$ cat src/rtl/mmu_array_if.sv
`default_nettype none
// ============================================================================
//  Module   : mmu_array_if
//  Purpose  : Handshake bundle for the weight-stationary matrix unit. Carries
//             the weight-row load channel, the activation-vector channel, the
//             result channel and the busy flag.
//  Signals  : w_load_valid / w_load_row / w_load_ready  - weight row load
//             a_valid / a_vec / a_ready                 - activation vector
//             out_valid / out_vec                       - result vector
//             busy                                      - array occupied
//  Modports : master - drives the load/activation channels (client side)
//             slave  - the array itself
//  Revision : 1.0 - initial release
// ============================================================================
interface mmu_array_if #(
    parameter int N  = 2,
    parameter int DW = 8,
    parameter int AW = 16
);
    logic            w_load_valid;
    logic [N*DW-1:0] w_load_row;
    logic            w_load_ready;
    logic            a_valid;
    logic [N*DW-1:0] a_vec;
    logic            a_ready;
    logic            out_valid;
    logic [N*AW-1:0] out_vec;
    logic            busy;

    modport master (
        output w_load_valid, w_load_row, a_valid, a_vec,
        input  w_load_ready, a_ready, out_valid, out_vec, busy
    );

    modport slave (
        input  w_load_valid, w_load_row, a_valid, a_vec,
        output w_load_ready, a_ready, out_valid, out_vec, busy
    );
endinterface
`default_nettype wire

$ cat src/rtl/mmu_array.sv
`default_nettype none
// ============================================================================
//  Module   : mmu_array
//  Purpose  : NxN weight-stationary systolic array computing
//             y[j] = sum_i a[i] * W[i][j]. Activations flow right, partial
//             sums flow down. Fixed latency of 2N cycles from acceptance to
//             out_valid, one vector per cycle sustained.
//  Ports    : clk   - rising-edge clock
//             reset - asynchronous active-low reset
//             bus   - mmu_array_if.slave (weight load, activation, result,
//                     busy)
//  Config   : MMU_ARRAY_SAT_EN - when defined every PE add saturates to the
//             signed AW-bit range; otherwise sums wrap modulo 2^AW.
//  Revision : 1.0 - initial release
// ============================================================================
module mmu_array #(
    parameter int N  = 2,
    parameter int DW = 8,
    parameter int AW = 16
) (
    input  logic       clk,
    input  logic       reset,
    mmu_array_if.slave bus
);
    localparam int c_RW = (N > 1) ? $clog2(N) : 1;
    localparam int c_CW = $clog2(2 * N + 1);
    localparam int c_VL = 2 * N;

    typedef enum logic [1:0] {
        S_EMPTY = 2'd0,
        S_READY = 2'd1,
        S_DRAIN = 2'd2,
        S_LOAD  = 2'd3
    } state_t;

    state_t               r_state, w_state_nxt;
    logic [c_RW-1:0]      r_row, w_row_nxt;
    logic                 r_rst_done;
    logic [c_CW-1:0]      r_inflight;
    logic [c_VL-1:0]      r_vsr;
    logic                 r_out_valid;
    logic [N*AW-1:0]      r_out_vec;
    logic                 w_load_ready, w_a_ready, w_row_acc, w_acc, w_empty;
    logic signed [DW-1:0] r_w    [N][N];
    logic signed [DW-1:0] w_act  [N][N];   // activation input of PE(i,j)
    logic signed [AW-1:0] w_psum [N][N];   // registered partial sum of PE(i,j)
    logic signed [AW-1:0] w_col  [N];      // deskewed column results

    assign w_empty = (r_inflight == '0);

    // ------------------------------------------------------------------
    // Control FSM
    // ------------------------------------------------------------------
    always_ff @(posedge clk or negedge reset) begin
        if (!reset) begin
            r_state    <= S_EMPTY;
            r_row      <= '0;
            r_rst_done <= 1'b0;
        end else begin
            r_state    <= w_state_nxt;
            r_row      <= w_row_nxt;
            r_rst_done <= 1'b1;
        end
    end

    always_comb begin
        w_state_nxt  = r_state;
        w_row_nxt    = r_row;
        w_load_ready = 1'b0;
        w_a_ready    = 1'b0;
        case (r_state)
            // Ready is held off until the first edge after reset release.
            S_EMPTY: w_load_ready = r_rst_done;
            S_LOAD:  w_load_ready = 1'b1;
            S_READY: begin
                // A pending weight load always beats a new vector.
                w_a_ready    = !bus.w_load_valid;
                w_load_ready = w_empty;
                if (bus.w_load_valid && !w_empty) begin
                    w_state_nxt = S_DRAIN;
                end
            end
            S_DRAIN: begin
                if (w_empty) begin
                    w_state_nxt = S_LOAD;
                    w_row_nxt   = '0;
                end
            end
            default: w_state_nxt = S_EMPTY;
        endcase
        // Row acceptance from EMPTY, READY or LOAD: r_row is 0 in the first two.
        w_row_acc = bus.w_load_valid && w_load_ready;
        if (w_row_acc) begin
            if (r_row == c_RW'(N - 1)) begin
                w_state_nxt = S_READY;
                w_row_nxt   = '0;
            end else begin
                w_state_nxt = S_LOAD;
                w_row_nxt   = r_row + c_RW'(1);
            end
        end
        w_acc = bus.a_valid && w_a_ready;
    end

    // ------------------------------------------------------------------
    // Stationary weights: written only while no vector is in flight
    // ------------------------------------------------------------------
    always_ff @(posedge clk or negedge reset) begin
        if (!reset) begin
            for (int r = 0; r < N; r++) begin
                for (int c = 0; c < N; c++) begin
                    r_w[r][c] <= '0;
                end
            end
        end else if (w_row_acc) begin
            for (int r = 0; r < N; r++) begin
                if (r_row == c_RW'(r)) begin
                    for (int c = 0; c < N; c++) begin
                        r_w[r][c] <= bus.w_load_row[c*DW +: DW];
                    end
                end
            end
        end
    end

    // ------------------------------------------------------------------
    // Input skew: lane i passes through i+1 registers, so PE(i,0) sees
    // a[i] one cycle after PE(i-1,0) saw a[i-1]. Bubbles inject zeros.
    // ------------------------------------------------------------------
    for (genvar i = 0; i < N; i++) begin : g_lane
        logic signed [DW-1:0] r_sk [0:i];
        always_ff @(posedge clk or negedge reset) begin
            if (!reset) begin
                for (int k = 0; k <= i; k++) r_sk[k] <= '0;
            end else begin
                r_sk[0] <= w_acc ? $signed(bus.a_vec[i*DW +: DW]) : '0;
                for (int k = 1; k <= i; k++) r_sk[k] <= r_sk[k-1];
            end
        end
        assign w_act[i][0] = r_sk[i];
    end

    // ------------------------------------------------------------------
    // Processing elements
    // ------------------------------------------------------------------
    for (genvar i = 0; i < N; i++) begin : g_row
        for (genvar j = 0; j < N; j++) begin : g_col
            logic signed [2*DW-1:0] w_prod;
            logic signed [AW-1:0]   w_prod_ext, w_psum_in, w_sum, r_psum;

            if (i == 0) begin : g_top
                assign w_psum_in = '0;
            end else begin : g_mid
                assign w_psum_in = w_psum[i-1][j];
            end

            // Operands widened first so the product is the full 2*DW bits.
            assign w_prod     = (2*DW)'(w_act[i][j]) * (2*DW)'(r_w[i][j]);
            assign w_prod_ext = AW'(w_prod);

`ifdef MMU_ARRAY_SAT_EN
            logic signed [AW:0] w_wide;
            assign w_wide = (AW+1)'(w_psum_in) + (AW+1)'(w_prod_ext);
            always_comb begin
                w_sum = w_wide[AW-1:0];
                if (w_wide[AW] != w_wide[AW-1]) begin
                    w_sum = w_wide[AW] ? {1'b1, {(AW-1){1'b0}}}
                                       : {1'b0, {(AW-1){1'b1}}};
                end
            end
`else
            assign w_sum = w_psum_in + w_prod_ext;
`endif

            always_ff @(posedge clk or negedge reset) begin
                if (!reset) r_psum <= '0;
                else        r_psum <= w_sum;
            end
            assign w_psum[i][j] = r_psum;

            // The last column has no right-hand neighbour to feed.
            if (j < N - 1) begin : g_fwd
                logic signed [DW-1:0] r_act;
                always_ff @(posedge clk or negedge reset) begin
                    if (!reset) r_act <= '0;
                    else        r_act <= w_act[i][j];
                end
                assign w_act[i][j+1] = r_act;
            end
        end
    end

    // ------------------------------------------------------------------
    // Output deskew: column j waits N-1-j cycles so all columns align
    // ------------------------------------------------------------------
    for (genvar j = 0; j < N; j++) begin : g_dsk
        if (j == N - 1) begin : g_pass
            assign w_col[j] = w_psum[N-1][j];
        end else begin : g_dly
            localparam int c_DLY = N - 1 - j;
            logic signed [AW-1:0] r_ds [0:c_DLY-1];
            always_ff @(posedge clk or negedge reset) begin
                if (!reset) begin
                    for (int k = 0; k < c_DLY; k++) r_ds[k] <= '0;
                end else begin
                    r_ds[0] <= w_psum[N-1][j];
                    for (int k = 1; k < c_DLY; k++) r_ds[k] <= r_ds[k-1];
                end
            end
            assign w_col[j] = r_ds[c_DLY-1];
        end
    end

    // ------------------------------------------------------------------
    // Valid tracking, in-flight count and registered output.
    // A vector leaves the in-flight count on the edge that raises out_valid.
    // ------------------------------------------------------------------
    always_ff @(posedge clk or negedge reset) begin
        if (!reset) begin
            r_vsr       <= '0;
            r_out_valid <= 1'b0;
            r_out_vec   <= '0;
            r_inflight  <= '0;
        end else begin
            r_vsr       <= {r_vsr[c_VL-2:0], w_acc};
            r_out_valid <= r_vsr[c_VL-1];
            if (r_vsr[c_VL-1]) begin
                for (int c = 0; c < N; c++) r_out_vec[c*AW +: AW] <= w_col[c];
            end
            if (w_acc && !r_vsr[c_VL-1]) begin
                r_inflight <= r_inflight + c_CW'(1);
            end else if (!w_acc && r_vsr[c_VL-1]) begin
                r_inflight <= r_inflight - c_CW'(1);
            end
        end
    end

    assign bus.w_load_ready = w_load_ready;
    assign bus.a_ready      = w_a_ready;
    assign bus.out_valid    = r_out_valid;
    assign bus.out_vec      = r_out_vec;
    assign bus.busy         = (r_state == S_LOAD) || (r_state == S_DRAIN) || !w_empty;
endmodule
`default_nettype wire

$ cat src/flat_wrapper.sv
// flat-port wrapper written by rule: the top's interface ports become plain ports
module mmu_array_flat 
#(
    parameter int N  = 2,
    parameter int DW = 8,
    parameter int AW = 16
)
  (clk, reset, bus_w_load_valid, bus_w_load_row, bus_a_valid, bus_a_vec, bus_w_load_ready, bus_a_ready, bus_out_valid, bus_out_vec, bus_busy);
  mmu_array_if #(.N(N), .DW(DW), .AW(AW)) bus_i ();
  input  logic clk;
  input  logic reset;
  input wire logic [$bits(bus_i.w_load_valid)-1:0] bus_w_load_valid;
  input wire logic [$bits(bus_i.w_load_row)-1:0] bus_w_load_row;
  input wire logic [$bits(bus_i.a_valid)-1:0] bus_a_valid;
  input wire logic [$bits(bus_i.a_vec)-1:0] bus_a_vec;
  output wire logic [$bits(bus_i.w_load_ready)-1:0] bus_w_load_ready;
  output wire logic [$bits(bus_i.a_ready)-1:0] bus_a_ready;
  output wire logic [$bits(bus_i.out_valid)-1:0] bus_out_valid;
  output wire logic [$bits(bus_i.out_vec)-1:0] bus_out_vec;
  output wire logic [$bits(bus_i.busy)-1:0] bus_busy;
  assign bus_i.w_load_valid = bus_w_load_valid;
  assign bus_i.w_load_row = bus_w_load_row;
  assign bus_i.a_valid = bus_a_valid;
  assign bus_i.a_vec = bus_a_vec;
  assign bus_w_load_ready = bus_i.w_load_ready;
  assign bus_a_ready = bus_i.a_ready;
  assign bus_out_valid = bus_i.out_valid;
  assign bus_out_vec = bus_i.out_vec;
  assign bus_busy = bus_i.busy;
  mmu_array #(.N(N), .DW(DW), .AW(AW)) u_core (.clk(clk), .reset(reset), .bus(bus_i));
endmodule
$ cat config.mk
export PLATFORM = sky130hd
export DESIGN_NAME = mmu_array_flat
export DESIGN_NICKNAME = d
export VERILOG_FILES = /design/src/rtl/mmu_array_if.sv /design/src/rtl/mmu_array.sv /design/src/flat_wrapper.sv
export SDC_FILE = /design/constraint.sdc
export NUM_CORES = 1
export LEC_CHECK = 0
export CAP_MARGIN = 30
export CORE_MARGIN = 1.5
export CORE_UTILIZATION = 50
export DETAILED_ROUTE_END_ITERATION = 10
export PLACE_DENSITY = 0.68
export SLEW_MARGIN = 10
export SYNTH_ARGS = -nofsm -noshare
export SYNTH_HDL_FRONTEND = slang
export SYNTH_SLANG_ARGS = --single-unit
$ cat constraint.sdc
create_clock -name clk -period 10.05 [get_ports clk]
set_clock_uncertainty 0.2 [all_clocks]
set_input_delay 2.01 -clock clk [delete_from_list [all_inputs] [get_ports clk]]
set_output_delay 2.01 -clock clk [all_outputs]
set_load 0.03 [all_outputs]
### After elaboration in Yosys (flattened, before gate mapping)

Cells that the tools add are included.

| operators by class | value |
|---|---|
| eq/ne operators | 5 |
| reduce and logical (&&, ||, !) cells | 21 |
| multipliers | 4 |
| multiplexer cells | 15 |
| add/sub/neg operators | 5 |
| bitwise gates (word level) | 1 |

Operators with widths:

| operator | count |
|---|---|
| multiplier 8 x 8 -> 16 bit | 4 |
| adder 16 bit | 2 |
| two-way mux 8 bit | 2 |
| two-way mux 2 bit | 4 |
| two-way mux 3 bit | 2 |
| != test 3 x 1 -> 1 bit (second input constant) | 2 |
| AND reduction 2 bit | 3 |
| nonzero test 2 bit | 3 |
| logical AND 1 bit | 5 |
| two-way mux 1 bit | 5 |
| equality test 2 bit (second input constant) | 2 |
| zero test 1 bit | 4 |
| one-hot mux 2 bit (2 select lines) | 1 |
| adder 3 x 1 -> 3 bit (second input constant) | 1 |
| zero test 3 bit | 1 |
| one-hot mux 1 bit (3 select lines) | 1 |
| AND reduction 3 bit | 1 |
| nonzero test 3 bit | 1 |
| subtractor 3 x 1 -> 3 bit (second input constant) | 1 |
| equality test 2 x 1 -> 1 bit (second input constant) | 1 |
| zero test 2 bit | 1 |
| logical OR 1 bit | 2 |
| adder 1 bit (second input constant) | 1 |
| inverter 1 bit | 1 |

| storage, ports and cells | value |
|---|---|
| input port bits | 36 |
| register bits after elaboration | 196 |
| output and inout bits | 36 |
| logic and storage cells | 72 |

### Longest topological paths before layout

| depth | value |
|---|---|
| depth in word-level cells | 7 |
| depth in mapped cells | 18 |
| gate-level depth less buffers | 17 |

### Worst setup path after synthesis

Ideal clock, no wire load.

| path | value |
|---|---|
| path kind | register to register |
| start point | reg u_core.r_w[8] (netlist bit) |
| end point | reg u_core.g_row[1].g_col[0].r_psum[15] |
| library setup time | 0.125 ns |
| setup slack | 4.962 ns |
| data required time | 9.725 ns |
| data arrival time | 4.763 ns |
| buffers on the path | 1 |
| clock period less this slack | 5.088 ns |
| cell stages (with the launch flop) | 16 |
| cell sequence | dfrtp_1 clkbuf_1 and2_1 inv_1 fa_1 inv_1 fa_1 fa_1 fa_1 fa_1 ha_1 a2111oi_0 o21ai_0 a221oi_2 o21ai_0 xnor2_1 |

| between the ends | value |
|---|---|
| cells in the longest elaborated chain, start to end | 2 |

RTL lines:

| what | RTL line | source |
|---|---|---|
| start, declared | mmu_array.sv:44 | `logic signed [DW-1:0] r_w [N][N];` |
| start signal, assigned by index | mmu_array.sv:119 | `r_w[r][c] <= bus.w_load_row[c*DW +: DW];` |
| multiplier 8 x 8 -> 16 bit | mmu_array.sv:158 | `assign w_prod = (2*DW)'(w_act[i][j]) * (2*DW)'(r_w[i][j]);` |
| adder 16 bit | mmu_array.sv:172 | `assign w_sum = w_psum_in + w_prod_ext;` |
| via u_core.g_row[1].g_col[0].w_sum[15] | mmu_array.sv:149 | `logic signed [AW-1:0] w_prod_ext, w_psum_in, w_sum, r_psum;` |
| end signal, assigned | mmu_array.sv:177 | `else r_psum <= w_sum;` |
| end, declared | mmu_array.sv:149 |  |

The timed path passes the listed nets, and every way through them passes these cells.
A chain may end at the register's enable or synchronous reset.

### Final worst setup path

| path | value |
|---|---|
| start point | in bus_w_load_valid |
| end point | out bus_a_ready |

| between the ends | value |
|---|---|
| cells in the longest elaborated chain, start to end | 2 |

RTL lines:

| what | RTL line | source |
|---|---|---|
| start, declared | flat_wrapper.sv:12 | `input wire logic [$bits(bus_i.w_load_valid)-1:0] bus_w_load_valid;` |
| zero test 1 bit | mmu_array.sv:77 | `w_a_ready = !bus.w_load_valid;` |
| two-way mux 1 bit | mmu_array.sv:71 | `case (r_state)` |
| end, declared | flat_wrapper.sv:17 | `output wire logic [$bits(bus_i.a_ready)-1:0] bus_a_ready;` |

No other way between the ends.

==> results.sh <==
export IMPL_final_cells=2001
export IMPL_ys_warn_count=0
export IMPL_critPathLaunch="bus_w_load_valid"
export IMPL_r2r_end="u_core.g_row[1].g_col[0].r_psum[15]"
export IMPL_yosys_register_bits=196
export IMPL_routed_wl_um=29300
export IMPL_first_global_vias=10568
export IMPL_report_final_slew_viol_count=0
export IMPL_r2r_slack_ps=4570
export IMPL_drc=0
export IMPL_synth_most_common_cell="inv_1"
export IMPL_synth_area_leaders="fa_1 (30%), dfrtp_1 (29%), ha_1 (10%)"
export IMPL_fmax_mhz=174
export IMPL_worstPathRequired_ps=7840
export IMPL_synth_fp_nets=1894
export IMPL_hold_buffers=0
export IMPL_ys_types=59
export IMPL_final_cell_area_sq_um=18500
export IMPL_h_tree_depth=4
export IMPL_synth_area_per_cell_sq_um=11.4
export IMPL_cts_tree="built"
export IMPL_place_congestion=0.826
export IMPL_first_iter_violations=410
export IMPL_row_count=66
export IMPL_synthCells=1468
export IMPL_root_buffer="clkbuf_16"
export IMPL_antenna_found_initial=0
export IMPL_grt_overflow=0
export IMPL_path_clk_slew_ps=70
export IMPL_ys_flop_type="dfrtp_1"
export IMPL_min_path_type="flop to flop"
export IMPL_worstMarginPinSlew_ps=837
export IMPL_die_area_sq_um=34600
export IMPL_ff2ff_path_depth=14
export IMPL_synth_edff_count=0
export IMPL_die_h_um=186
export IMPL_p_total_mw=4.21
export IMPL_fin_crit_sh=0.571
export IMPL_grtUsageTotal=0.189
export IMPL_yosysTopAreaCell="fa_1"
export IMPL_core_sq_um=32700
export IMPL_netlist_top_cells_count="inv_1 (297), fa_1 (253), dfrtp_1 (196)"
export IMPL_r2r_start="u_core.g_lane[1].r_sk[7]"
export IMPL_crit_path_end="bus_a_ready"
export IMPL_rsz0062_at_grt="no"
export IMPL_place_inst=1968
export IMPL_drv_cap=0
export IMPL_synth_top_area_frac=0.303
export IMPL_critPathMaxFanout=19
export IMPL_async_flop_share=1.00
export IMPL_cts_buffer_depth=2
export IMPL_ir_drop_uv=130
export IMPL_crit_path_end_kind="primary output"
export IMPL_p_per_area_nw_per_um2=227
export IMPL_port_buffers=71
export IMPL_finalSetupViolations=0
export IMPL_cts_buffers=17
export IMPL_place_area_sq_um=17900
export IMPL_clock_sinks=196
export IMPL_via_per_inst=4.94
export IMPL_ys_seq_area_frac=0.293
export IMPL_cp_arrival_ps=3530
export IMPL_start_util=0.511
export IMPL_antenna_cells=0
export IMPL_slew_headroom=0.442
export IMPL_nNetsFinal=1972
export IMPL_status="finished clean"
export IMPL_dr_total_vias=9890
export IMPL_drive_above_1_share=0.0731
export IMPL_critPathLaunchType="input port"
export IMPL_cts_setup_buffers=0
export IMPL_grt_pass1_wl_um=51400
export IMPL_dpl_hpwl_um=23900
export IMPL_routedWlPerCell_um=14.6
export IMPL_hold_violations=0
export IMPL_die_x_um=186
export IMPL_crit_type="input port to primary output"
export IMPL_area_delta_synth_final_pct=10.8
export IMPL_first_pass_iters=5
export IMPL_io_pins=72
export IMPL_final_antenna_net_count=0
export IMPL_leakage_nw=9.54
export IMPL_grt_max_degree=78
export IMPL_insertion_delay_ps=440
export IMPL_fin_crit_ps=5740
export IMPL_synth_area_sq_um=16700
export IMPL_cts_resized=0
export IMPL_tns_ps=0
## area by class of cell
class | count | area [sq um]
Clock buffer | 18 | 429
Sequential cell | 196 | 4900
Multi-Input combinational cell | 957 | 10600
Fill cell | 2796 | 14200
Clock inverter | 14 | 149
Tap cell | 442 | 553
Timing Repair Buffer | 76 | 764
Inverter | 298 | 1120
## power by group
| part | switching (mW) | internal [mW] | total [mW] |
|---|---|---|---|
| Clock | 0.321 | 0.330 | 0.651 |
| Combinational | 1.17 | 1.08 | 2.25 |
| Sequential | 0.265 | 1.04 | 1.31 |
## registers in the layout, indices dropped and copies added (netlist names)
signal / count
u_core.r_rst_done: 1
u_core.g_lane.r_sk: 24
u_core.bus.out_valid: 1
u_core.g_row.g_col.r_psum: 64
u_core.bus.out_vec: 32
u_core.r_inflight: 3
u_core.r_vsr: 4
u_core.r_state: 2
u_core.r_w: 32
u_core.g_row.g_col.g_fwd.r_act: 16
u_core.g_dsk.g_dly.r_ds: 16
u_core.r_row: 1
## stage by stage
| stage | hold slack [ps] | utilization | setup slack, ps |
|---|---|---|---|
| after detailed placement | 135 | 0.548 | 4320 |
| after global placement | 132 | 0.548 | 4310 |
| final | 149 | 0.567 | 4310 |
| after global routing | 158 | 0.567 | 4180 |
| after CTS | 151 | 0.566 | 4310 |
| after floorplan | 131 | - | 4960 |
## cell usage in the layout (no fill, tap or decap), types with 14 or more instances in the layout
cell and n:
inv_1 297, nand2_1 105, clkbuf_16 17, and3_1 17, nor2b_1 16, nand2b_1 14
o21ai_0 17, mux2_2 57, and2_1 136, a21oi_1 20, ha_1 137, xnor2_1 69
dfrtp_1 196, nor2_1 30, clkdlybuf4s50_1 70, fa_1 253
## routing by layer
| metal | share of wire | GRT usage |
|---|---|---|
| met2 | 0.49 | 0.316 |
| met4 | 0.0086 | 0.0406 |
| met1 | 0.47 | 0.268 |
| met5 | 0 | 0 |
| met3 | 0.027 | 0.0205 |
## cells by family after synthesis
logic type,count (synthesis),synth area share
xor+xnor,75,0.0393
other cells,1,0.000224
simple gates,341,0.109
flops,196,0.293
buf+inv,315,0.0721
compound gates,82,0.0331
mux,68,0.0478
fa+ha+maj,390,0.405
## worst min-delay path by stage
stage / startpoint / depth (start not counted) / endpoint
6_report: u_core.g_row[1].g_col[0].r_psum[7] / 0 / u_core.g_dsk[0].g_dly.r_ds[7]
2_1_floorplan: u_core.g_row[1].g_col[0].r_psum[0] / 0 / u_core.g_dsk[0].g_dly.r_ds[0]
5_1_grt: u_core.g_row[1].g_col[0].r_psum[14] / 0 / u_core.g_dsk[0].g_dly.r_ds[14]
4_1_cts: u_core.g_row[1].g_col[0].r_psum[7] / 0 / u_core.g_dsk[0].g_dly.r_ds[7]
3_3_place_gp: u_core.g_row[1].g_col[0].r_psum[3] / 0 / u_core.g_dsk[0].g_dly.r_ds[3]
3_5_place_dp: u_core.r_vsr[0] / 0 / u_core.r_vsr[1]
## critical path: stages
cell	delay (ps)
clkdlybuf4s50_1	450
nor2b_1	120
buf_4	230
clkdlybuf4s50_1	710
(Power assumes the default switching activity.)
